**src/rtl/usr_pkg.sv**
```systemverilog
// usr_pkg: shared mode and state encodings for the universal shift register.
package usr_pkg;
    localparam logic [2:0] MODE_HOLD = 3'b000;
    localparam logic [2:0] MODE_SHR  = 3'b001;
    localparam logic [2:0] MODE_SHL  = 3'b010;
    localparam logic [2:0] MODE_LOAD = 3'b011;
    localparam logic [2:0] MODE_ROR  = 3'b100;
    localparam logic [2:0] MODE_ROL  = 3'b101;
    localparam logic [2:0] MODE_ASR  = 3'b110;
    localparam logic [2:0] MODE_CLR  = 3'b111;

    typedef enum logic {ST_IDLE = 1'b0, ST_RUN = 1'b1} state_t;

    function automatic logic is_shift(input logic [2:0] mode);
        return mode inside {MODE_SHR, MODE_SHL, MODE_ROR, MODE_ROL, MODE_ASR};
    endfunction
endpackage

```
**src/rtl/usr_step.sv**
```systemverilog
// usr_step: combinational next-value function shared by single-step and burst paths.
module usr_step
    import usr_pkg::*;
#(
    parameter int WIDTH = 8
) (
    input  logic [WIDTH-1:0] cur,
    input  logic [2:0]       mode,
    input  logic             ser_in_sr,
    input  logic             ser_in_sl,
    input  logic [WIDTH-1:0] par_in,
    output logic [WIDTH-1:0] nxt
);
    always_comb
        nxt = (mode == MODE_SHR)  ? {ser_in_sr, cur[WIDTH-1:1]} :
              (mode == MODE_SHL)  ? {cur[WIDTH-2:0], ser_in_sl} :
              (mode == MODE_LOAD) ? par_in :
              (mode == MODE_ROR)  ? {cur[0], cur[WIDTH-1:1]} :
              (mode == MODE_ROL)  ? {cur[WIDTH-2:0], cur[WIDTH-1]} :
              (mode == MODE_ASR)  ? {cur[WIDTH-1], cur[WIDTH-1:1]} :
              (mode == MODE_CLR)  ? '0 : cur;
endmodule

```
**src/rtl/univ_shift_reg_n.sv**
```systemverilog
// univ_shift_reg_n: WIDTH-bit universal shift register with single-step ops and
// multi-cycle burst shifts under a busy/done handshake.
module univ_shift_reg_n
    import usr_pkg::*;
#(
    parameter  int WIDTH = 8,
    localparam int CNT_W = $clog2(WIDTH + 1)
) (
    input  logic             clk,
    input  logic             rst_n,
    input  logic             en,
    input  logic [2:0]       mode,
    input  logic             ser_in_sr,
    input  logic             ser_in_sl,
    input  logic [WIDTH-1:0] par_in,
    input  logic             start,
    input  logic [CNT_W-1:0] shamt,
    output logic [WIDTH-1:0] par_out,
    output logic             ser_out_r,
    output logic             ser_out_l,
    output logic             busy,
    output logic             done
);
    state_t           state, state_nxt;
    logic [CNT_W-1:0] cnt, cnt_nxt, n_eff;
    logic [2:0]       op, step_mode;
    logic [WIDTH-1:0] reg_q, step_val;
    logic             burst_req, upd, done_nxt;

    assign n_eff     = (shamt > CNT_W'(WIDTH)) ? CNT_W'(WIDTH) : shamt;
    assign burst_req = (state == ST_IDLE) && start && is_shift(mode);
    // The first shift of a burst uses the live mode; later ones the latched op.
    assign step_mode = (state == ST_RUN) ? op : mode;

    usr_step #(.WIDTH(WIDTH)) u_step (
        .cur       (reg_q),
        .mode      (step_mode),
        .ser_in_sr (ser_in_sr),
        .ser_in_sl (ser_in_sl),
        .par_in    (par_in),
        .nxt       (step_val)
    );

    always_ff @(posedge clk or negedge rst_n)
        if (!rst_n) state <= ST_IDLE;
        else        state <= state_nxt;

    always_comb
        state_nxt = (state == ST_RUN) ? ((cnt == CNT_W'(1)) ? ST_IDLE : ST_RUN)
                                      : ((burst_req && n_eff > CNT_W'(1)) ? ST_RUN : ST_IDLE);

    always_comb begin
        upd      = (state == ST_RUN) || (burst_req ? (n_eff != '0) : (start || en));
        cnt_nxt  = (state == ST_RUN) ? cnt - CNT_W'(1) :
                   (burst_req && n_eff != '0) ? n_eff - CNT_W'(1) : cnt;
        done_nxt = (state == ST_RUN) ? (cnt == CNT_W'(1)) : (burst_req && n_eff <= CNT_W'(1));
    end

    always_ff @(posedge clk or negedge rst_n)
        if (!rst_n) begin
            reg_q <= '0;
            cnt   <= '0;
            op    <= MODE_HOLD;
            done  <= 1'b0;
        end else begin
            if (upd) reg_q <= step_val;
            if (burst_req) op <= mode;
            cnt  <= cnt_nxt;
            done <= done_nxt;
        end

    assign busy      = (state == ST_RUN);
    assign par_out   = reg_q;
    assign ser_out_r = reg_q[0];
    assign ser_out_l = reg_q[WIDTH-1];
endmodule

```
**config.mk**
```make
export PLATFORM = sky130hd
export DESIGN_NAME = univ_shift_reg_n
export DESIGN_NICKNAME = d
export VERILOG_FILES = /design/src/rtl/usr_pkg.sv /design/src/rtl/usr_step.sv /design/src/rtl/univ_shift_reg_n.sv
export SDC_FILE = /design/constraint.sdc
export NUM_CORES = 1
export LEC_CHECK = 0
export CAP_MARGIN = 0
export CELL_PAD_IN_SITES_DETAIL_PLACEMENT = 1
export CELL_PAD_IN_SITES_GLOBAL_PLACEMENT = 1
export CORE_MARGIN = 5
export CORE_UTILIZATION = 37
export CTS_CLUSTER_SIZE = 28
export DETAILED_ROUTE_END_ITERATION = 12
export GPL_TIMING_DRIVEN = 0
export PLACE_DENSITY = 0.85
export SLEW_MARGIN = 10
export SYNTH_ARGS = -nofsm -noshare
export SYNTH_HDL_FRONTEND = slang
export SYNTH_SLANG_ARGS = --single-unit
```
**constraint.sdc**
```tcl
create_clock -name clk -period 2 [get_ports clk]
set_clock_uncertainty 0.2 [all_clocks]
set_input_delay 0.2 -clock clk [delete_from_list [all_inputs] [get_ports clk]]
set_output_delay 0.2 -clock clk [all_outputs]
set_load 0.01 [all_outputs]
```
==> results of run 1 <==
==> through the flow <==
stage | setup TNS, ns | cell area, µm² | utilization
finish | -0.00339 | 1910 | 0.527
global placement | -4.88 | 1740 | 0.480
floorplan | 0 | 1380 | -
CTS | 0 | 1840 | 0.508
detailed placement | -5.35 | 1740 | 0.480
global route | -0.329 | 1910 | 0.527
==> cell usage after synthesis (2+ instances only) <==
master	n
a21oi_1	3
a22o_1	9
a22oi_1	17
buf_2	2
buf_4	3
buf_6	3
dfrtp_1	17
ha_1	5
inv_1	3
mux2i_1	3
nand2_1	10
nand2b_1	6
nand3_1	2
nor2_1	25
nor2b_1	6
nor3_1	4
o211ai_1	7
o21ai_0	6
o221ai_1	2
xnor2_1	3
==> flip-flops by register name, summed over array words and instances (netlist names) <==
| signal | flops |
|---|---|
| par_out | 8 |
| cnt | 4 |
| op | 3 |
| busy | 1 |
| done | 1 |
==> power breakdown <==
group	total (µW)	internal, µW	leakage, µW	switching, µW
clock network	285	139	0.0000255	145
logic	1490	759	0.000515	734
registers	699	486	0.000206	212
total	2480	1380	0.000747	1090
==> per-layer routing <==
metal / vias to the layer above / track usage / wire length (µm)
met5: - / 0 / 0
met4: 0 / 0.0605 / 127
met3: 13 / 0.0384 / 209
li1: 661 / - / -
met1: 727 / 0.231 / 1960
met2: 39 / 0.284 / 2260
==> final cells by class <==
| type | count | area, µm² | share of cell area |
|---|---|---|---|
| timing repair buffer | 36 | 359 | 0.188 |
| tap | 48 | 60.1 | 0.0314 |
| buffer | 8 | 68.8 | 0.0359 |
| inverter | 3 | 11.3 | 0.00588 |
| clock inverter | 1 | 5.00 | 0.00261 |
| clock buffer | 3 | 41.3 | 0.0216 |
| sequential | 17 | 427 | 0.223 |
| multi-input combinational | 127 | 942 | 0.492 |
==> path summary, 6_finish.rpt <==
check                          to     from
max in group asynchronous    busy    rst_n
hold / removal              op[2]  mode[0]
setup reg to reg           cnt[1]     busy
setup / recovery           cnt[1]     busy
min in group asynchronous  cnt[3]    rst_n
hold reg to reg            cnt[0]   cnt[0]
==> cells by family (layout without fill, tap and decap cells) <==
kind of cell    after synthesis  count (layout)  synth area share
compound gates               53              53             0.304
xor+xnor                      3               3            0.0190
fa+ha+maj                     5               5            0.0452
buf+inv                      12              51            0.0588
flops                        17              17             0.308
mux                           5               5            0.0462
simple gates                 61              61             0.219
==> timing repair <==
item | CTS | global route
pin swaps | 3 | 1
setup buffers | 2 | 3
gates resized for setup | 8 | 9
endpoints found under the hold margin | 1 | 0
hold buffers | 1 | 0
endpoints found under the setup margin | 10 | 9
==> qor.json, run 1 <==
{
  "status": {
    "status": "finished with violations",
    "violations_in_the_final_reports": "negative setup slack"
  },
  "timing": {
    "unrepaired_setup_endpoints_after_global_routing": "true",
    "layout_setup_ws_ns": -0.00339,
    "max_clock_freq_mhz": 499,
    "maxSlewViolCount": 0,
    "fin_hold_ws_ns": 0.0200,
    "min_period_ns": 2.00,
    "finalSetupViolCount": 1,
    "tightestPinTransition_ns": 0.876,
    "final.period_utilization": 1.00,
    "finalHoldViolations": 0,
    "slew_headroom": 0.414
  },
  "grt": {
    "gr-total-overflow": 0,
    "grt_util_all_layers": 0.176,
    "grt_first_pass_wirelength_mm": 7.14,
    "vias_in_the_first_global_route": 1447,
    "antenna_found_initial": 0,
    "grt_max_degree": 18
  },
  "worst_setup_path": {
    "critPathSlowestCell": "dfrtp_2",
    "path_max_fanout": 7,
    "path_cells": "nor2b_2 -> nand3_1 -> a21oi_4 -> mux2_1 -> mux2i_1",
    "setup.worst_path.start_class": "flip-flop",
    "worst_path_largest_cell_delay_ns": 0.48,
    "timing.critical_path.to_type": "flip-flop",
    "path_delay_family": "simple AND/OR/NAND/NOR gates",
    "critical_path_depth": 5,
    "worst_ep_arrival_ns": 2.01,
    "rr_worst_depth": 5,
    "path_buf_inv": 0,
    "criticalPathCategory": "reg2reg",
    "crit_required_ns": 2.00,
    "r2r_slack_ns": -0.003
  },
  "synthesis": {
    "ys.flop_type": "dfrtp_1",
    "synth-edff-count": 0,
    "post_synth_num_cell_types": 40,
    "synthArstFlopShare": 1.00,
    "mappedNetlistArea_mm2": 0.00138,
    "synth_seq_cells": 17,
    "yosysTopAreaCell": "dfrtp_1",
    "proportion_of_netlist_area_held_by_the_largest_area_contributor": 0.308,
    "syn-mean-instance-area_um2": 8.86,
    "syn_nets": 182,
    "yosys_warnings": 0,
    "netlist_top_cells_area": "dfrtp_1, a22oi_1, nor2_1, a22o_1, ha_1",
    "seq_area_frac_synth": 0.308,
    "postSynthCellCount": 156
  },
  "route": {
    "ant_nets": 0,
    "drc": 0,
    "route.detailed.wl_per_inst_um": 18.7,
    "totalWireLength_mm": 4.55,
    "detail_route.first_pass.iterations": 4,
    "route.detailed.vias_per_inst": 5.93,
    "via_count": 1440,
    "drt_first_iter_violations": 89
  },
  "final_layout": {
    "highest_count_cells_in_the_layout_ignoring_fill_and_taps": "clkdlybuf4s50_1, nor2_1, a22oi_1",
    "drive_gt1_frac": 0.169,
    "nFillCells": 431,
    "finalNetCount": 222,
    "final_cells": 243,
    "insertedDiodeCount": 0,
    "flow.area_growth_from_synthesis_pct": 38.5,
    "layout_commonest_cell": "clkdlybuf4s50_1"
  },
  "placement": {
    "io_buffer_count": 30,
    "gpl.final_weighted_congestion": 0.781,
    "dp_hpwl_mm": 3.02,
    "numPlacedInstances": 234,
    "dpl_worst_slack_ns": -0.631
  },
  "die": {
    "io-pin-count": 33,
    "design.die.area_mm2": 0.00506,
    "core.rowCount": 22,
    "fp.dieW_um": 71.1,
    "die_height_um": 71.1,
    "starting_utilization_of_the_core_area": 0.381,
    "placeableCoreArea_mm2": 0.00363
  },
  "clocking": {
    "htree_levels": 1,
    "largest_buffer_count_on_any_clock_path": 2,
    "tritoncts": "yes",
    "clock-root-buffer": "clkbuf_8",
    "clkSinkCount": 17,
    "worst_setup_hold_path_clk_slew_ns": 0.08,
    "clk_latency_ns": 0.27,
    "cts_buffers": 3
  },
  "power_and_ir_drop": {
    "peakVddDrop_mv": 0.592,
    "total_power_uw": 2480,
    "pwr_density_cell_mw_per_mm2": 1290,
    "total_leakage_power_uw": 0.000747
  },
  "worst_hold_path": {
    "hold_path_depth": 2,
    "min_path_type": "in2reg"
  },
  "run": {
    "max-cap-violations": 0
  }
}
Power figures use the tool's default switching activity.
==> inputs of run 2 (changes only) <==
--- a/config.mk
+++ b/config.mk
@@ -18,3 +18,4 @@
 export SYNTH_ARGS = -nofsm -noshare
 export SYNTH_HDL_FRONTEND = slang
 export SYNTH_SLANG_ARGS = --single-unit
+export TNS_END_PERCENT = 50
==> results of run 2 <==
Same layout as run 1: the final DEF is identical, and so are final timing and power.
==> inputs of run 3 (changes only) <==
--- a/config.mk
+++ b/config.mk
@@ -5,15 +5,16 @@
 export SDC_FILE = /design/constraint.sdc
 export NUM_CORES = 1
 export LEC_CHECK = 0
+export ABC_AREA = 1
 export CAP_MARGIN = 0
 export CELL_PAD_IN_SITES_DETAIL_PLACEMENT = 1
 export CELL_PAD_IN_SITES_GLOBAL_PLACEMENT = 1
 export CORE_MARGIN = 5
-export CORE_UTILIZATION = 37
+export CORE_UTILIZATION = 35
 export CTS_CLUSTER_SIZE = 28
 export DETAILED_ROUTE_END_ITERATION = 12
 export GPL_TIMING_DRIVEN = 0
-export PLACE_DENSITY = 0.85
+export PLACE_DENSITY = 0.84
 export SLEW_MARGIN = 10
 export SYNTH_ARGS = -nofsm -noshare
 export SYNTH_HDL_FRONTEND = slang
==> qor.json, run 3 <==
{
  "status": {
    "status": "finished clean"
  },
  "final_layout": {
    "largest_reg_flops": {"value": 8, "change": "unchanged"},
    "highest_count_cells_in_the_layout_ignoring_fill_and_taps": "nand2_1, clkdlybuf4s50_1, inv_1, nor2_1, nand3_1",
    "finalNetCount": {"value": 292, "change": "+32%"},
    "multi_input_comb_area": {"value": 971, "unit": "µm²", "change": "+3.1%"},
    "layout_commonest_cell": "nand2_1",
    "seq_area": {"value": 425, "unit": "µm²", "change": "-0.29%"},
    "postLayoutCellArea": {"value": 0.00201, "unit": "mm²", "change": "+5.1%"},
    "nFillCells": {"value": 555, "change": "+29%"},
    "postLayoutCoreUtil": {"value": 0.472, "change": "-0.0550"},
    "flow.area_growth_from_synthesis_pct": 32.9,
    "drive_gt1_frac": {"value": 0.177, "change": "+0.00813"},
    "insertedDiodeCount": {"value": 0, "change": "unchanged"}
  },
  "grt": {
    "vias_in_the_first_global_route": {"value": 1558, "change": "+7.7%"},
    "grt_util_all_layers": {"value": 0.168, "change": "-0.00776"},
    "grt_max_degree": {"value": 18, "change": "unchanged"},
    "grt_first_pass_wirelength": {"value": 7.27, "unit": "mm", "change": "+1.7%"},
    "antenna_found_initial": {"value": 0, "change": "unchanged"},
    "gr-total-overflow": {"value": 0, "change": "unchanged"}
  },
  "synthesis": {
    "ys.flop_type": "dfrtp_1",
    "netlist_top_cells_count": "nand2_1, nor2_1, inv_1, nand3_1, dfrtp_1",
    "yosysTopAreaCell": "dfrtp_1",
    "mappedNetlistArea": {"value": 0.00151, "unit": "mm²", "change": "+9.5%"},
    "seq_area_frac_synth": {"value": 0.281, "change": "-0.0267"},
    "proportion_of_netlist_area_held_by_the_largest_area_contributor": {"value": 0.281, "change": "-0.0267"},
    "post_synth_num_cell_types": {"value": 26, "change": "-35%"},
    "yosys_warnings": {"value": 0, "change": "unchanged"},
    "synthArstFlopShare": {"value": 1.00, "change": "unchanged"},
    "synth-edff-count": {"value": 0, "change": "unchanged"},
    "syn-mean-instance-area": {"value": 6.70, "unit": "µm²", "change": "-24%"},
    "netlist_top_cells_area": "dfrtp_1, nand2_1, nand3_1, nor2_1, inv_1",
    "yosys.cell_count.top_type": "nand2_1",
    "synth_seq_cells": {"value": 17, "change": "unchanged"},
    "postSynthCellCount": {"value": 226, "change": "+45%"},
    "syn_nets": {"value": 252, "change": "+38%"}
  },
  "timing": {
    "finalHoldViolations": {"value": 0, "change": "unchanged"},
    "slew_headroom": {"value": 0.401, "change": "-0.0134"},
    "tightestPinTransition": {"value": 0.896, "unit": "ns", "change": "+0.0201 ns"},
    "max_clock_freq": {"value": 543, "unit": "MHz", "change": "+8.7%"},
    "final.period_utilization": {"value": 0.922, "change": "-0.0801"},
    "unrepaired_setup_endpoints_after_global_routing": "false",
    "maxSlewViolCount": {"value": 0, "change": "unchanged"},
    "finalSetupViolCount": {"value": 0, "change": "-1"},
    "min_period": {"value": 1.84, "unit": "ns", "change": "-0.160 ns"},
    "fin_hold_ws": {"value": 0.238, "unit": "ns", "change": "+0.218 ns"}
  },
  "power_and_ir_drop": {
    "total_leakage_power": {"value": 0.00104, "unit": "µW", "change": "+40%"},
    "pwr_density_cell": {"value": 1450, "unit": "mW/mm²", "change": "+12%"},
    "peakVddDrop": {"value": 0.617, "unit": "mV", "change": "+4.2%"},
    "total_power": {"value": 2910, "unit": "µW", "change": "+17%"}
  },
  "worst_setup_path": {
    "path_delay_family": "simple AND/OR/NAND/NOR gates",
    "most_common_cell_on_crit_path": "nand2_1",
    "rr_worst_depth": {"value": 9, "change": "+4"},
    "r2r_slack": {"value": 0.16, "unit": "ns", "change": "+0.16 ns"},
    "path_max_fanout": {"value": 14, "change": "+7"},
    "path_cells": "buf_6 -> inv_8 -> nand2_1 -> nand2_1 -> nand3_1 -> nand2_8 -> nor2_1 -> nand2_1 -> nand2_1",
    "critPathSlowestCell": "dfrtp_1",
    "worst_ep_arrival": {"value": 1.80, "unit": "ns", "change": "-0.21 ns"},
    "worst_path_largest_cell_delay": {"value": 0.39, "unit": "ns", "change": "-0.09 ns"},
    "crit_required": {"value": 1.96, "unit": "ns", "change": "-0.04 ns"},
    "setup.worst_path.start_class": "flip-flop",
    "timing.critical_path.to_type": "flip-flop",
    "path_buf_inv": {"value": 2, "change": "+2"},
    "rr_startpoint": "busy",
    "critical_path_depth": {"value": 9, "change": "+4"},
    "criticalPathCategory": "reg2reg",
    "worst_r2r_endpoint": "par_out[1]"
  },
  "route": {
    "drc": {"value": 0, "change": "unchanged"},
    "via_count": {"value": 1561, "change": "+8.4%"},
    "route.detailed.wl_per_inst": {"value": 13.6, "unit": "µm", "change": "-27%"},
    "detail_route.first_pass.iterations": {"value": 4, "change": "unchanged"},
    "totalWireLength": {"value": 4.33, "unit": "mm", "change": "-5.0%"},
    "route.detailed.vias_per_inst": {"value": 4.92, "change": "-17%"},
    "ant_nets": {"value": 0, "change": "unchanged"},
    "drt_first_iter_violations": {"value": 69, "change": "-22%"}
  },
  "clocking": {
    "largest_buffer_count_on_any_clock_path": {"value": 2, "change": "unchanged"},
    "worst_setup_hold_path_clk_slew": {"value": 0.08, "unit": "ns", "change": "about the same"},
    "htree_levels": {"value": 1, "change": "unchanged"},
    "tritoncts": "yes",
    "clock-root-buffer": "clkbuf_8",
    "clkSinkCount": {"value": 17, "change": "unchanged"},
    "clk_latency": {"value": 0.26, "unit": "ns", "change": "about the same"},
    "cts_buffers": {"value": 3, "change": "unchanged"}
  },
  "placement": {
    "dpl-instance-area": {"value": 0.00190, "unit": "mm²", "change": "+9.0%"},
    "io_buffer_count": {"value": 32, "change": "+6.7%"},
    "dp_hpwl": {"value": 3.14, "unit": "mm", "change": "+3.9%"},
    "gpl.final_weighted_congestion": {"value": 0.791, "change": "+1.3%"}
  },
  "worst_hold_path": {
    "min_path_type": "in2async"
  },
  "run": {
    "max-cap-violations": {"value": 0, "change": "unchanged"}
  },
  "die": {
    "design.die.area": {"value": 0.00574, "unit": "mm²", "change": "+13%"},
    "io-pin-count": {"value": 33, "change": "unchanged"},
    "die_height": {"value": 75.8, "unit": "µm", "change": "+6.5%"},
    "placeableCoreArea": {"value": 0.00426, "unit": "mm²", "change": "+17%"},
    "core.rowCount": {"value": 24, "change": "+9.1%"},
    "starting_utilization_of_the_core_area": {"value": 0.355, "change": "-0.0255"},
    "fp.dieW": {"value": 75.8, "unit": "µm", "change": "+6.5%"}
  }
}
==> run 3: cell types whose count changed after synthesis, moves of 5 or more <==
cell      delta
nand2_1     +67
nand2_2      +5
nand2b_1     -6
o21ai_0      +5
o211ai_1     -6
inv_1       +18
nand2_4      +5
nor2b_1      -6
or2_2        +7
a22oi_1     -17
a22o_1       -9
a21oi_1      +5
nand3_1     +18
==> run 3: area by class of cell <==
class                      count  share of cell area
buffer                         6              0.0267
clock buffer                   4              0.0224
inverter                      23              0.0466
multi-input combinational    179               0.483
sequential                    17               0.211
tap                           52              0.0323
timing repair buffer          36               0.178
==> run 3: per-stage QoR <==
step	instances	worst slack, ns	setup TNS (ns)
6_report	317	0.157	0
5_1_grt	317	0.00748	0
4_1_cts	316	0.00293	0
3_5_place_dp	310	-0.504	-5.79
3_3_place_gp	310	-0.462	-5.15
2_1_floorplan	226	0.129	0
==> run 3: timing repair <==
action,in CTS,in global routing
buffers inserted,3,1
endpoints found under the setup margin,12,14
hold buffers,0,0
resized for setup,5,10
pin swaps,4,2
endpoints found under the hold margin,0,0
==> run 3: report_power, final <==
group,total [µW],internal (µW),switching (µW),leakage (µW)
clock network,285,142,143,0.0000228
registers,645,500,145,0.000215
logic,1980,780,1200,0.000804
==> run 3: cells by family after synthesis <==
group                    synth area share
XOR/XNOR                           0.0174
adder cells (fa/ha/maj)            0.0413
AND/OR/NAND/NOR                     0.470
flip-flops                          0.281
AO/OA/AOI/OAI                      0.0826
buffers and inverters               0.107
==> run 3: how the worst max path moves through the flow <==
| stage | from | end | slack, ns |
|---|---|---|---|
| after floorplan | shamt[0] | par_out[1] | 0.13 |
| after global placement | shamt[0] | par_out[2] | -0.46 |
| after detailed placement | shamt[0] | par_out[1] | -0.50 |
| after CTS | shamt[0] | par_out[0] | 0.003 |
| after global routing | busy | par_out[1] | 0.007 |
| final | busy | par_out[1] | 0.16 |
==> run 3: metal layers <==
| layer | up-vias | track usage | wire length, µm |
|---|---|---|---|
| met5 | - | 0 | 0 |
| met4 | 0 | 0.0641 | 84 |
| met3 | 7 | 0.0251 | 150 |
| met2 | 24 | 0.286 | 2060 |
| met1 | 739 | 0.213 | 2040 |
| li1 | 791 | - | - |
